--- src/rtl/muxn_arb_reg.sv ---
// N-channel registered multiplexer with valid/ready on every port.
// Channel choice is round-robin, fixed priority or external select, by MODE.
//
//   state    | meaning
//   ---------+-----------------------------------------------
//   ST_EMPTY | output register holds no word, out_valid = 0
//   ST_FULL  | output register holds a word,  out_valid = 1
module muxn_arb_reg #(
    parameter int N    = 4,
    parameter int W    = 32,
    parameter int MODE = 0,
    parameter int SW   = 2
) (
    input  logic            clk,
    input  logic            clrn,
    input  logic [N*W-1:0]  in_data,
    input  logic [N-1:0]    in_valid,
    output logic [N-1:0]    in_ready,
    input  logic [SW-1:0]   sel,
    output logic [W-1:0]    out_data,
    output logic            out_valid,
    input  logic            out_ready,
    output logic [SW-1:0]   out_sel
);

    typedef enum logic {
        ST_EMPTY = 1'b0,
        ST_FULL  = 1'b1
    } state_t;

    state_t          r_state;
    state_t          w_state_nxt;
    logic [W-1:0]    r_data;
    logic [SW-1:0]   r_sel;
    logic [SW-1:0]   r_ptr;

    logic            w_load_en;
    logic            w_found;
    logic            w_xfer;
    logic [SW-1:0]   w_gnt;
    logic [N-1:0]    w_gnt_oh;
    logic [W-1:0]    w_gnt_data;
    logic [SW-1:0]   w_ptr_nxt;
    logic [2*N-1:0]  w_vld_dbl;
    logic [N-1:0]    w_vld_rot;

    assign out_valid = (r_state == ST_FULL);
    assign out_data  = r_data;
    assign out_sel   = r_sel;
    assign w_load_en = ~out_valid | out_ready;

    // Bit j of w_vld_rot is channel (ptr + j) mod N, so the first set bit is
    // the round-robin winner counted from the pointer.
    assign w_vld_dbl = {in_valid, in_valid} >> r_ptr;
    assign w_vld_rot = w_vld_dbl[N-1:0];

    always_comb begin : p_arb
        int v_idx;
        v_idx   = 0;
        w_found = 1'b0;
        w_gnt   = '0;
        if (MODE == 0) begin
            for (int i = 0; i < N; i++) begin
                if (!w_found && w_vld_rot[i]) begin
                    v_idx = int'(r_ptr) + i;
                    if (v_idx >= N) begin
                        v_idx = v_idx - N;
                    end
                    w_found = 1'b1;
                    w_gnt   = SW'(v_idx);
                end
            end
        end else if (MODE == 1) begin
            for (int i = 0; i < N; i++) begin
                if (!w_found && in_valid[i]) begin
                    w_found = 1'b1;
                    w_gnt   = SW'(i);
                end
            end
        end else begin
            // A select value of N or more matches no channel and grants nothing.
            for (int i = 0; i < N; i++) begin
                if (sel == SW'(i) && in_valid[i]) begin
                    w_found = 1'b1;
                    w_gnt   = SW'(i);
                end
            end
        end
    end

    assign w_xfer = w_found & w_load_en;

    always_comb begin
        w_gnt_data = '0;
        w_gnt_oh   = '0;
        for (int i = 0; i < N; i++) begin
            if (w_gnt == SW'(i)) begin
                w_gnt_data  = in_data[i*W +: W];
                w_gnt_oh[i] = w_xfer;
            end
        end
    end

    // Ready is gated by reset so no handshake can complete while clrn is low.
    assign in_ready  = w_gnt_oh & {N{clrn}};
    assign w_ptr_nxt = (w_gnt == SW'(N-1)) ? '0 : w_gnt + SW'(1);

    always_ff @(posedge clk or negedge clrn) begin
        if (!clrn) begin
            r_state <= ST_EMPTY;
        end else begin
            r_state <= w_state_nxt;
        end
    end

    always_comb begin
        w_state_nxt = r_state;
        case (r_state)
            ST_EMPTY: begin
                if (w_xfer) begin
                    w_state_nxt = ST_FULL;
                end
            end
            ST_FULL: begin
                if (w_xfer) begin
                    w_state_nxt = ST_FULL;
                end else if (out_ready) begin
                    w_state_nxt = ST_EMPTY;
                end
            end
            default: w_state_nxt = ST_EMPTY;
        endcase
    end

    always_ff @(posedge clk or negedge clrn) begin
        if (!clrn) begin
            r_data <= '0;
            r_sel  <= '0;
            r_ptr  <= '0;
        end else if (w_xfer) begin
            r_data <= w_gnt_data;
            r_sel  <= w_gnt;
            if (MODE == 0) begin
                r_ptr <= w_ptr_nxt;
            end
        end
    end

endmodule

--- config.mk ---
export PLATFORM = sky130hd
export DESIGN_NAME = muxn_arb_reg
export DESIGN_NICKNAME = d
export VERILOG_FILES = /design/src/rtl/muxn_arb_reg.sv
export SDC_FILE = /design/constraint.sdc
export NUM_CORES = 1
export LEC_CHECK = 0
export CAP_MARGIN = 25
export CORE_MARGIN = 8
export CORE_UTILIZATION = 30
export DETAILED_ROUTE_END_ITERATION = 7
export PLACE_DENSITY_LB_ADDON = 0.05
export SLEW_MARGIN = 20
export SYNTH_ARGS = -nofsm -noshare
export SYNTH_HDL_FRONTEND = slang
export SYNTH_SLANG_ARGS = --single-unit
--- constraint.sdc ---
create_clock -name clk -period 4.1 [get_ports clk]
set_input_delay 1.23 -clock clk [delete_from_list [all_inputs] [get_ports clk]]
set_output_delay 1.23 -clock clk [all_outputs]
set_load 0.03 [all_outputs]
# After elaboration in Yosys (flattened, before gate mapping)
# Index checks and enable logic that the tools add are counted.
[word_totals]
ff_bits = 37
out_inout_bits = 39
wordCells = 56
inputBits = 137
[op_classes]
n_lt_le_gt_ge = 4
n_eq_ne = 3
add_sub_neg = 8
shifts = 1
n_mux = 25
n_reduce_logical = 7
bitwise = 4
[op_table]
columns = ["cell", "n"]
rows = [
  ["32-bit 2-to-1 mux", 4],
  ["2-bit 2-to-1 mux", 9],
  ["1-bit 2-to-1 mux", 11],
  ["3-bit greater-or-equal comparator (second input constant)", 3],
  ["8-bit by 2-bit right shift with 4-bit output", 1],
  ["2-bit by 1-bit subtractor with 2-bit output (second input constant)", 4],
  ["2-bit by 2-bit adder with 3-bit output (second input constant)", 2],
  ["4-bit AND", 1],
  ["2-bit == test (second input constant)", 2],
  ["2-bit by 1-bit adder with 3-bit output (second input constant)", 1],
  ["2-bit by 3-bit greater-or-equal comparator with 1-bit output (second input constant)", 1],
  ["1-bit logical AND", 3],
  ["1-bit logical NOT", 3],
  ["2-bit by 1-bit adder with 2-bit output (second input constant)", 1],
  ["2-bit by 1-bit == test with 1-bit output (second input constant)", 1],
  ["2-bit logical NOT", 1],
  ["1-bit case mux with 2 select lines", 1],
  ["1-bit AND", 1],
  ["1-bit inverter", 1],
  ["1-bit bitwise OR", 1],
]

# Longest topological paths before layout
[logic_depth]
depth_word = 16
mapped_depth = 9

# Worst setup path after synthesis
# No wires, ideal clock.
[synth_path]
kind = "in2out"
startpoint = "input port in_valid[0]"
endpoint = "output port in_ready[3]"
cell_stages = 7
arrival_time_ns = 2.921
t_required_ns = 2.870
path_slack_ns = -0.051
path_cell_list = "and2_2 a22o_2 nor3_1 ha_1 clkbuf_1 clkbuf_1 and3_1"
[synth_between]
elab_chain_len = 14
elab_cells_between_ends = 19
[synth_lines]
columns = ["element", "line_no", "source"]
rows = [
  ["start, declared", "17", "input logic [N-1:0] in_valid,"],
  ["8-bit by 2-bit right shift with 4-bit output *", "54", "assign w_vld_dbl = {in_valid, in_valid} >> r_ptr;"],
  ["1-bit 2-to-1 mux", "64", "if (!w_found && w_vld_rot[i]) begin"],
  ["1-bit logical NOT", "64", ""],
  ["1-bit logical AND", "64", ""],
  ["1-bit 2-to-1 mux", "64", ""],
  ["1-bit logical NOT", "64", ""],
  ["1-bit logical AND", "64", ""],
  ["1-bit 2-to-1 mux", "64", ""],
  ["1-bit logical NOT", "64", ""],
  ["1-bit logical AND", "64", ""],
  ["2-bit 2-to-1 mux *", "64", ""],
  ["named net w_gnt[1]", "40", "logic [SW-1:0] w_gnt;"],
  ["2-bit == test *", "97", "if (w_gnt == SW'(i)) begin"],
  ["1-bit 2-to-1 mux *", "97", ""],
  ["4-bit AND *", "105", "assign in_ready = w_gnt_oh & {N{clrn}};"],
  ["end, declared", "18", "output logic [N-1:0] in_ready,"],
]
# Mark *: on every way through the listed nets, which the timed path passes. The rest lies on a longest branch.

# Final worst setup path
[layout_path]
startpoint = "input port in_valid[0]"
endpoint = "output port in_ready[0]"
[layout_between]
elab_chain_len = 14
elab_cells_between_ends = 19
[layout_lines]
columns = ["element", "line_no"]
rows = [
  ["8-bit by 2-bit right shift with 4-bit output *", "54"],
  ["1-bit 2-to-1 mux", "64"],
  ["1-bit logical NOT", "64"],
  ["1-bit logical AND", "64"],
  ["1-bit 2-to-1 mux", "64"],
  ["1-bit logical NOT", "64"],
  ["1-bit logical AND", "64"],
  ["1-bit 2-to-1 mux", "64"],
  ["1-bit logical NOT", "64"],
  ["1-bit logical AND", "64"],
  ["1-bit 2-to-1 mux / 2-bit 2-to-1 mux (equally long branches)", "64"],
  ["1-bit AND / 2-bit logical NOT (equally long branches)", "91, 97"],
  ["1-bit 2-to-1 mux *", "97"],
  ["4-bit AND *", "105"],
]
# Mark *: on every way between the ends. The rest lies on a longest branch, timed or not.

==> flow_metrics.env <==
export IMPL_postCtsSetupRepairBufs=0
export IMPL_slowest_delay_ns=0.38
export IMPL_routed_wl_mm=11.2
export IMPL_synth_seq_area_share_pct=32.2
export IMPL_drv_slew=0
export IMPL_p_switching_mw=1.21
export IMPL_syn_inst=335
export IMPL_power_share_clock_pct=9.7
export IMPL_htree_levels=2
export IMPL_cts_root_buf="clkbuf_8"
export IMPL_finalCritPeriodShare_pct=98.0
export IMPL_leakage_nw=1.83
export IMPL_fin_nets=636
export IMPL_busiest_layer="met2"
export IMPL_grtUsageMet1_pct=20.3
export IMPL_core_sq_um=9280
export IMPL_hold_viol_final=0
export IMPL_ff2ff_setup_slack_ns=1.41
export IMPL_rr_worst_depth=10
export IMPL_synth_area_leaders="dfrtp_1 (32%), a221o_1 (11%), a21oi_2 (9.1%), nand3b_1 (8.4%), a31oi_1 (7.0%)"
export IMPL_crit_path_end_kind="output port"
export IMPL_async_reset_ff_share_pct=100
export IMPL_insertion_delay_ns=0.28
export IMPL_r2r_end="out_data[21]"
export IMPL_avgSynthCellArea_sq_um=8.58
export IMPL_r2r_start="r_ptr[1]"
export IMPL_gp_congestion=0.769
export IMPL_clock_path_buffers=2
export IMPL_fmax_ghz=0.249
export IMPL_rows=35
export IMPL_final_common_cell="clkdlybuf4s50_1"
export IMPL_yosys_area_top_type="dfrtp_1"
export IMPL_postPlaceCellArea_sq_um=4650
export IMPL_final_cell_mix="clkdlybuf4s50_1 (164), dfrtp_1 (37), a21oi_1 (35), nand2_1 (35)"
export IMPL_worstPathArrival_ns=2.79
export IMPL_synth_main_ff_cell="dfrtp_1"
export IMPL_num_vias=3153
export IMPL_cts_hold_buf=0
export IMPL_path_delay_family="simple AND/OR/NAND/NOR gates"
export IMPL_synth_nets=476
export IMPL_fin_cells=624
export IMPL_dp_hpwl_mm=7.95
export IMPL_drive_gt1_share_pct=14.5
export IMPL_finalCriticalPeriod_ns=4.02
export IMPL_p_int_mw=1.47
export IMPL_grt_start_max_net_pins=65
export IMPL_power_density_nw_per_um2=563
export IMPL_start_kind="primary input"
export IMPL_routed_via_density=5.05
export IMPL_clock_sinks=37
export IMPL_dr_pass1_iters=4
export IMPL_grt_pass1_wl_mm=17.7
export IMPL_vdd_drop_max_v=0.000263
export IMPL_min_from="out_sel[0]"
export IMPL_holdPathEnd="out_sel[0]"
export IMPL_fin_area_sq_um=4760
export IMPL_die_area_sq_um=13000
export IMPL_die_y_um=114
export IMPL_antenna_found_initial=0
export IMPL_synthDistinctLibCells=32
export IMPL_port_buffers=173
export IMPL_synth_area_sq_um=2870
export IMPL_crit_chain="dlygate4sd2_1 -> and2_2 -> a22o_2 -> or3_4 -> ha_1 -> and3_1 -> buf_4"
export IMPL_ant_nets=0
export IMPL_cts_made_buffers=5
export IMPL_diodes=0
export IMPL_crit_type="in2out"
export IMPL_min_path_cells=2
export IMPL_die_w_um=114
export IMPL_track_usage_pct=17.0
export IMPL_slowest_stage="or3_4"
export IMPL_yosys_warnings=0
export IMPL_cts_tree="done"
export IMPL_comb_power_share_pct=66.4
export IMPL_required_ns=2.87
export IMPL_start_util_pct=30.9
export IMPL_path_depth=7
export IMPL_use_met3_pct=5.76
export IMPL_relSlewSlack_pct=54.8
export IMPL_wire_per_inst_um=17.9
export IMPL_path_buf_inv=2
export IMPL_syn_to_final_growth_pct=65.5
export IMPL_ios=176
export IMPL_synth_edff_count=0
export IMPL_setup_violations=0
export IMPL_dpl_cell_count=617
export IMPL_drc_errors=0
export IMPL_crit_fanout=3
export IMPL_finClkSkew_ns=0.00483
export IMPL_use_met2_pct=28.9
export IMPL_power_frac_seq_pct=23.9
export IMPL_status="finished clean"
export IMPL_overflow=0
export IMPL_drtIter0Drc=140
export IMPL_switching_share_pct=45.2
export IMPL_grt_pass1_vias=3318
export IMPL_hold_path_class="reg2reg"
export IMPL_drv_cap=0
export IMPL_synth_seq_cells=37
export IMPL_tightest_slew_ns=0.678
export IMPL_path_clk_slew_ns=0.07
export IMPL_synth_top_area_share_pct=32.2
-- logic make-up (layout without fill, tap and decap cells) --
kind of cell             after synthesis  after routing  share of synthesized area, %
flip-flops                            37             37                          32.2
AND/OR/NAND/NOR                       87             87                          17.6
adder cells (fa/ha/maj)                4              4                          1.74
buffers and inverters                 68            228                          12.2
multiplexers                           1              1                         0.392
AO/OA/AOI/OAI                        138            138                          35.8
-- power by group through the flow --
stage | Combinational (mW) | Clock [mW] | Sequential, mW
4_1_cts | 1.79 | 0.272 | 0.641
2_1_floorplan | 0.802 | 0 | 0.949
5_1_grt | 1.92 | 0.285 | 0.664
3_3_place_gp | 1.78 | 0 | 0.639
6_report | 1.78 | 0.260 | 0.639
3_5_place_dp | 1.79 | 0 | 0.646
-- cell type report --
type                    count  area [sq um]
repair buffers            189          1840
fillers                   929          4530
flip-flops and latches     37           926
multi-input cells         230          1630
inverters                  32           120
well taps                 129           161
clock buffers               7          86.3
-- metal layers --
layer / wire [um] / vias to the layer above
li1: - / 1547
met1: 5030 / 1500
met2: 5240 / 102
met3: 851 / 4
met4: 76 / 0
met5: 0 / -
-- tightest hold or removal path: stages, from the launching register on --
cell and delay [ns]:
dfrtp_1 0.36, o21ai_0 0.09, o41ai_1 0.07
-- per-stage QoR --
| stage | utilization [%] | hold WS [ns] | TNS [ns] | power (mW) | setup slack [ns] |
|---|---|---|---|---|---|
| global placement | 50.1 | 0.533 | -0.825 | 2.42 | -0.217 |
| detailed placement | 50.1 | 0.521 | -0.950 | 2.43 | -0.251 |
| floorplan | - | 0.549 | 0 | 1.75 | 0.0515 |
| finish | 51.2 | 0.543 | 0 | 2.68 | 0.0807 |
| global route | 51.2 | 0.561 | -0.0115 | 2.87 | -0.0115 |
| CTS | 51.2 | 0.541 | 0 | 2.71 | 0.0572 |
-- how the worst max path moves through the flow --
stage | startpoint | to | slack, ns
floorplan | in_valid[0] | in_ready[2] | 0.05
global placement | in_valid[3] | in_ready[0] | -0.22
detailed placement | in_valid[3] | in_ready[3] | -0.25
CTS | in_valid[0] | in_ready[0] | 0.06
global route | in_valid[0] | in_ready[2] | -0.01
finish | in_valid[0] | in_ready[0] | 0.08
-- cell usage after synthesis, types with 2 or more instances --
cell type	n
o41ai_1	2
buf_2	11
a21oi_1	35
nand2b_1	3
ha_1	4
and3_1	4
o21ai_0	2
buf_6	4
a31oi_1	32
dfrtp_1	37
nand3b_1	32
or4_1	2
clkbuf_1	17
inv_1	32
nand2_1	35
nor2b_1	2
a221o_1	32
buf_12	3
nor2_1	4
a21oi_2	30
-- state kept, by name (all words and copies together) (netlist names) --
register / flops
out_data: 32
r_ptr: 2
out_valid: 1
out_sel: 2
-- repair_timing --
action	4_1_cts	5_1_grt
endpoints found under the setup margin	4	4
pin swaps	0	0
resized for setup	7	5
Note: power is estimated with default switching activity, not from simulation.
